$ cat src/rtl/alu_pkg.sv
// Shared ALU definitions: opcode constants and the sequencer FSM state encoding.
package alu_pkg;

  localparam logic [5:0] OP_ADD    = 6'b100000;
  localparam logic [5:0] OP_SUB    = 6'b100010;
  localparam logic [5:0] OP_AND    = 6'b100100;
  localparam logic [5:0] OP_OR     = 6'b100101;
  localparam logic [5:0] OP_XOR    = 6'b100110;
  localparam logic [5:0] OP_SRA    = 6'b000011;
  localparam logic [5:0] OP_SRL    = 6'b000010;
  localparam logic [5:0] OP_NOR    = 6'b100111;
  localparam logic [5:0] OP_PASS_A = 6'b000000;
  localparam logic [5:0] OP_PASS_B = 6'b000001;

  typedef enum logic [2:0] {
    WAIT_A  = 3'd0,
    WAIT_B  = 3'd1,
    WAIT_OP = 3'd2,
    CALC    = 3'd3,
    WAIT_TX = 3'd4
  } state_t;

endpackage

$ cat src/rtl/alu_uart_sequencer_if.sv
// Signal bundle between the ALU sequencer and its UART receiver, transmitter and ALU.
interface alu_uart_sequencer_if #(
  parameter int size = 8
);
  // rx_done_tick and tx_done_tick are single-cycle strobes with no backpressure;
  // tx_start is a one-cycle request, and tx_data holds until tx_done_tick.
  logic            rx_done_tick;
  logic [size-1:0] rx_data;
  logic            tx_done_tick;
  logic [size-1:0] alu_result;
  logic [size-1:0] alu_a;
  logic [size-1:0] alu_b;
  logic [5:0]      alu_op;
  logic            tx_start;
  logic [size-1:0] tx_data;

  modport master (
    input  rx_done_tick, rx_data, tx_done_tick, alu_result,
    output alu_a, alu_b, alu_op, tx_start, tx_data
  );

  modport slave (
    output rx_done_tick, rx_data, tx_done_tick, alu_result,
    input  alu_a, alu_b, alu_op, tx_start, tx_data
  );
endinterface

$ cat src/rtl/alu_uart_sequencer.sv
// Collects A, B and opcode bytes from the UART, latches the ALU result and starts a transmit.
// Optional inter-byte timeout enabled by defining ALU_SEQ_TIMEOUT_EN.
module alu_uart_sequencer
  import alu_pkg::*;
#(
  parameter int size           = 8,
  parameter int TIMEOUT_CYCLES = 50_000_000
) (
  input  logic                  clk,
  input  logic                  reset,
  alu_uart_sequencer_if.master  bus,
  output logic                  busy,
  output state_t                state
);

  state_t state_q, state_d;
  logic   load_a, load_b, load_op;

`ifdef ALU_SEQ_TIMEOUT_EN
  localparam int CNT_W = (TIMEOUT_CYCLES > 2) ? $clog2(TIMEOUT_CYCLES) : 1;
  logic [CNT_W-1:0] cnt_q;
  logic             expired;

  assign expired = (cnt_q == CNT_W'(TIMEOUT_CYCLES - 1));

  // Counts idle cycles between bytes; any accepted byte or return to WAIT_A clears it.
  always_ff @(posedge clk) begin
    if (reset) begin
      cnt_q <= '0;
    end else if ((state_q == WAIT_B || state_q == WAIT_OP) && !bus.rx_done_tick && !expired) begin
      cnt_q <= cnt_q + 1'b1;
    end else begin
      cnt_q <= '0;
    end
  end
`endif

  always_comb begin
    state_d = state_q;
    load_a  = 1'b0;
    load_b  = 1'b0;
    load_op = 1'b0;
    case (state_q)
      WAIT_A: begin
        if (bus.rx_done_tick) begin
          load_a  = 1'b1;
          state_d = WAIT_B;
        end
      end
      WAIT_B: begin
        if (bus.rx_done_tick) begin
          load_b  = 1'b1;
          state_d = WAIT_OP;
        end
`ifdef ALU_SEQ_TIMEOUT_EN
        else if (expired) state_d = WAIT_A;
`endif
      end
      WAIT_OP: begin
        if (bus.rx_done_tick) begin
          load_op = 1'b1;
          state_d = CALC;
        end
`ifdef ALU_SEQ_TIMEOUT_EN
        else if (expired) state_d = WAIT_A;
`endif
      end
      CALC:    state_d = WAIT_TX;
      WAIT_TX: if (bus.tx_done_tick) state_d = WAIT_A;
      default: state_d = WAIT_A;
    endcase
  end

  // The ALU settles during CALC; its result is captured only at CALC's closing edge.
  always_ff @(posedge clk) begin
    if (reset) begin
      state_q      <= WAIT_A;
      bus.alu_a    <= '0;
      bus.alu_b    <= '0;
      bus.alu_op   <= 6'b000000;
      bus.tx_data  <= '0;
      bus.tx_start <= 1'b0;
    end else begin
      state_q      <= state_d;
      bus.tx_start <= (state_q == CALC);
      if (load_a)           bus.alu_a   <= bus.rx_data;
      if (load_b)           bus.alu_b   <= bus.rx_data;
      if (load_op)          bus.alu_op  <= bus.rx_data[5:0];
      if (state_q == CALC)  bus.tx_data <= bus.alu_result;
    end
  end

  assign busy  = (state_q != WAIT_A);
  assign state = state_q;

endmodule

$ cat src/flat_wrapper.sv
// flat-port wrapper written by rule: the top's interface ports become plain ports
module alu_uart_sequencer_flat import alu_pkg::*;
#(
  parameter int size           = 8,
  parameter int TIMEOUT_CYCLES = 50_000_000
)
  (clk, reset, busy, state, bus_rx_done_tick, bus_rx_data, bus_tx_done_tick, bus_alu_result, bus_alu_a, bus_alu_b, bus_alu_op, bus_tx_start, bus_tx_data);
  alu_uart_sequencer_if #(.size(size)) bus_i ();
  input  logic clk;
  input  logic reset;
  output logic busy;
  output state_t state;
  input wire logic [$bits(bus_i.rx_done_tick)-1:0] bus_rx_done_tick;
  input wire logic [$bits(bus_i.rx_data)-1:0] bus_rx_data;
  input wire logic [$bits(bus_i.tx_done_tick)-1:0] bus_tx_done_tick;
  input wire logic [$bits(bus_i.alu_result)-1:0] bus_alu_result;
  output wire logic [$bits(bus_i.alu_a)-1:0] bus_alu_a;
  output wire logic [$bits(bus_i.alu_b)-1:0] bus_alu_b;
  output wire logic [$bits(bus_i.alu_op)-1:0] bus_alu_op;
  output wire logic [$bits(bus_i.tx_start)-1:0] bus_tx_start;
  output wire logic [$bits(bus_i.tx_data)-1:0] bus_tx_data;
  assign bus_i.rx_done_tick = bus_rx_done_tick;
  assign bus_i.rx_data = bus_rx_data;
  assign bus_i.tx_done_tick = bus_tx_done_tick;
  assign bus_i.alu_result = bus_alu_result;
  assign bus_alu_a = bus_i.alu_a;
  assign bus_alu_b = bus_i.alu_b;
  assign bus_alu_op = bus_i.alu_op;
  assign bus_tx_start = bus_i.tx_start;
  assign bus_tx_data = bus_i.tx_data;
  alu_uart_sequencer #(.size(size), .TIMEOUT_CYCLES(TIMEOUT_CYCLES)) u_core (.clk(clk), .reset(reset), .bus(bus_i), .busy(busy), .state(state));
endmodule
$ cat config.mk
export PLATFORM = sky130hd
export DESIGN_NAME = alu_uart_sequencer_flat
export DESIGN_NICKNAME = d
export VERILOG_FILES = /design/src/rtl/alu_pkg.sv /design/src/rtl/alu_uart_sequencer_if.sv /design/src/rtl/alu_uart_sequencer.sv /design/src/flat_wrapper.sv
export SDC_FILE = /design/constraint.sdc
export NUM_CORES = 1
export LEC_CHECK = 0
export CORE_AREA = 2 2 64 66
export CTS_CLUSTER_SIZE = 8
export DETAILED_ROUTE_END_ITERATION = 10
export DIE_AREA = 0 0 66 68
export DONT_BUFFER_PORTS = 1
export SYNTH_ARGS = -nofsm -noshare
export SYNTH_HDL_FRONTEND = slang
export SYNTH_SLANG_ARGS = --single-unit
$ cat constraint.sdc
create_clock -name clk -period 1.3 [get_ports clk]
set_input_delay 0.26 -clock clk [delete_from_list [all_inputs] [get_ports clk]]
set_output_delay 0.26 -clock clk [all_outputs]
set_load 0.05 [all_outputs]
==> results.json <==
{
  "p_sw_mw": 0.637,
  "syn_nets": 159,
  "relSlewSlack_pct": 64.3,
  "die_width_um": 66,
  "io_buffer_count": 0,
  "comb_power_share_pct": 12.6,
  "cp_max_fo": 5,
  "fin_ws_ns": -0.188,
  "wire_per_inst_um": 14.8,
  "die_h_um": 68,
  "first_global_vias": 994,
  "avgViaCountPerCell": 4.87,
  "synth.area.top_cells": "dfxtp_1 (46%), mux2i_1 (20%), nand2b_1 (20%), buf_2 (2.0%), nand4bb_1 (1.5%)",
  "dr.pass1.iters": 3,
  "p_seq_share_pct": 48.8,
  "power.share.switching_pct": 26.2,
  "ant_nets": 0,
  "drc": 0,
  "routed_wl_mm": 3.13,
  "cts_made_buffers": 5,
  "start_kind": "register",
  "ys_seq_area_share_pct": 46.3,
  "yosys.area.top_type": "dfxtp_1",
  "finClkSkew_ns": 0.00487,
  "post_synth_inst_count": 139,
  "stdcell_count": 211,
  "ios": 55,
  "vdd_ir_drop_max_mv": 0.597,
  "n_antenna_cell": 0,
  "cts.path.max_buffers": 2,
  "p_clk_share_pct": 38.6,
  "clk_pin_slew_worst_paths_ns": 0.07,
  "violations": "negative setup slack",
  "required_ns": 1.04,
  "cp.arrival_ns": 1.23,
  "post-dp-hpwl_mm": 2.06,
  "cap_viol_max_count": 0,
  "hold_path_end": "u_core.state[0]",
  "tightestPinTransition_ns": 0.534,
  "cts_sinks": 34,
  "grtUsageTotal_pct": 14.3,
  "maxClockFrequency_mhz": 672,
  "setup_viol": 10,
  "leakagePower_nw": 0.791,
  "grt.overflow.total": 0,
  "r2r_cells": 4,
  "synth_area_mm2": 0.00147,
  "core_mm2": 0.00386,
  "whs_ns": 0.0523,
  "period_minus_slack_ns": 1.49,
  "timing.final.crit_share_pct": 114,
  "post-place-cells": 195,
  "slew_violations": 0,
  "holdPathStages": 1,
  "final.setup.tns_ns": -0.748,
  "endpoint_kind": "primary output",
  "power_density_mw_per_mm2": 1290,
  "hold_buffers": 0,
  "antenna_found_initial": 0,
  "area_delta_synth_final_pct": 28.4,
  "rr_startpoint": "u_core.state[1]",
  "start_util_pct": 38.1,
  "synth_seq_cells": 34,
  "reg2reg_slack_ns": -0.10,
  "outcome": "complete, but fails checks",
  "fillers": 362,
  "cts-root-buf": "clkbuf_8",
  "critPathKind": "reg -> out",
  "grt_max_degree": 51,
  "avgSynthCellArea_um2": 10.6,
  "crit-reg2reg-capture": "u_core.bus.alu_a[3]",
  "dpl_cell_area_mm2": 0.00164,
  "hp-start": "reset",
  "yosysWarnings": 0,
  "htreeDepth": 2,
  "via_count": 1027,
  "yosysTopAreaCellShare_pct": 46.3,
  "final_hold_viol_count": 0,
  "cts_tree": "yes",
  "hold_class": "in -> reg",
  "synth.distinct_cells": 18,
  "place_congestion": 0.677,
  "dr.first_iter.drc_count": 24,
  "rows": 23,
  "design_area_mm2": 0.00189,
  "die_area_mm2": 0.00449,
  "p_int_mw": 1.79,
  "rsz0062_at_grt": "yes",
  "drive_gt1_share_pct": 24.8,
  "clk_latency_ns": 0.28,
  "layout.nets": 180,
  "grt_pass1_wl_mm": 4.64
}
## sequential cells by signal, summed over array words and instances, names as in the netlist
register             count
u_core.bus.alu_a         8
u_core.bus.alu_b         8
u_core.bus.tx_data       8
u_core.bus.alu_op        6
u_core.state             3
u_core.bus.tx_start      1
## layout make-up
| class | count | area [µm²] | area share [%] |
|---|---|---|---|
| clock inverters | 3 | 40.0 | 2.12 |
| well taps | 50 | 62.6 | 3.32 |
| multi-input cells | 93 | 764 | 40.5 |
| flip-flops and latches | 34 | 692 | 36.7 |
| repair buffers | 26 | 258 | 13.7 |
| clock buffers | 5 | 68.8 | 3.65 |
## per-layer routing
metal / track usage [%] / wire length (µm)
met5: 0 / 0
met4: 7.65 / 42
met3: 8.06 / 272
met2: 22.0 / 1420
met1: 15.9 / 1400
## power groups by stage
stage	clock network, mW	logic, mW	registers [mW]
global route	1.03	0.324	1.19
finish	0.939	0.306	1.19
detailed placement	0	0.253	1.21
CTS	0.978	0.266	1.19
global placement	0	0.248	1.21
floorplan	0	0.158	1.26
## synthesized netlist by cell type
cell,count
a211oi_1,2
or3b_1,1
nand4bb_1,2
buf_4,1
nor4bb_1,1
clkbuf_1,5
or3_1,1
buf_2,6
nand2b_1,47
nor4b_2,1
and3b_1,1
nor2_1,1
nand3b_1,2
mux2i_1,30
or2b_1,1
a21oi_1,1
dfxtp_1,34
or4b_1,2
## placed cells by master (no fill, tap or decap), drive strengths merged
| cell type | count |
|---|---|
| nand4bb | 2 |
| mux2i | 30 |
| or3b | 1 |
| clkbuf | 5 |
| nor4b | 1 |
| a21oi | 1 |
| or3 | 1 |
| nand3b | 2 |
| or4b | 2 |
| buf | 25 |
| and3b | 1 |
| or2b | 1 |
| clkinv | 2 |
| a211oi | 2 |
| nor4bb | 1 |
| dlymetal6s2s | 1 |
| nor2 | 1 |
| bufinv | 1 |
| nand2b | 47 |
| dfxtp | 34 |
## metrics by stage
stage	util (%)	worst slack [ns]	total power, mW
5_1_grt	48.9	-0.224	2.54
3_3_place_gp	42.5	-0.0179	1.45
2_1_floorplan	-	0.000360	1.42
4_1_cts	46.1	-0.191	2.43
6_report	48.9	-0.188	2.43
3_5_place_dp	42.5	-0.0531	1.46
## worst max-delay path, cell delays in order (launching register included)
cell     delay, ns
dfxtp_4       0.35
buf_8         0.12
or3_4         0.47
## worst max path at each step
stage	end	slack, ns	startpoint
after detailed placement	u_core.bus.alu_a[5]	-0.05	u_core.state[2]
final	busy	-0.19	u_core.state[0]
after global routing	busy	-0.22	u_core.state[0]
after CTS	busy	-0.19	u_core.state[1]
after global placement	u_core.bus.alu_a[3]	-0.02	u_core.state[2]
after floorplan	u_core.bus.alu_a[0]	0.0004	u_core.state[2]
## cell families after synthesis
family,Yosys count,share of synthesized area [%]
multiplexers,30,20.4
buffers and inverters,12,3.83
AO/OA/AOI/OAI,3,1.36
flip-flops,34,46.3
AND/OR/NAND/NOR,60,28.0
## timing repair
item | in CTS | in global routing
setup endpoints to repair | 8 | 19
setup buffers | 2 | 6
pin swaps | 3 | 2
resized for setup | 4 | 12
(Power assumes the default switching activity.)
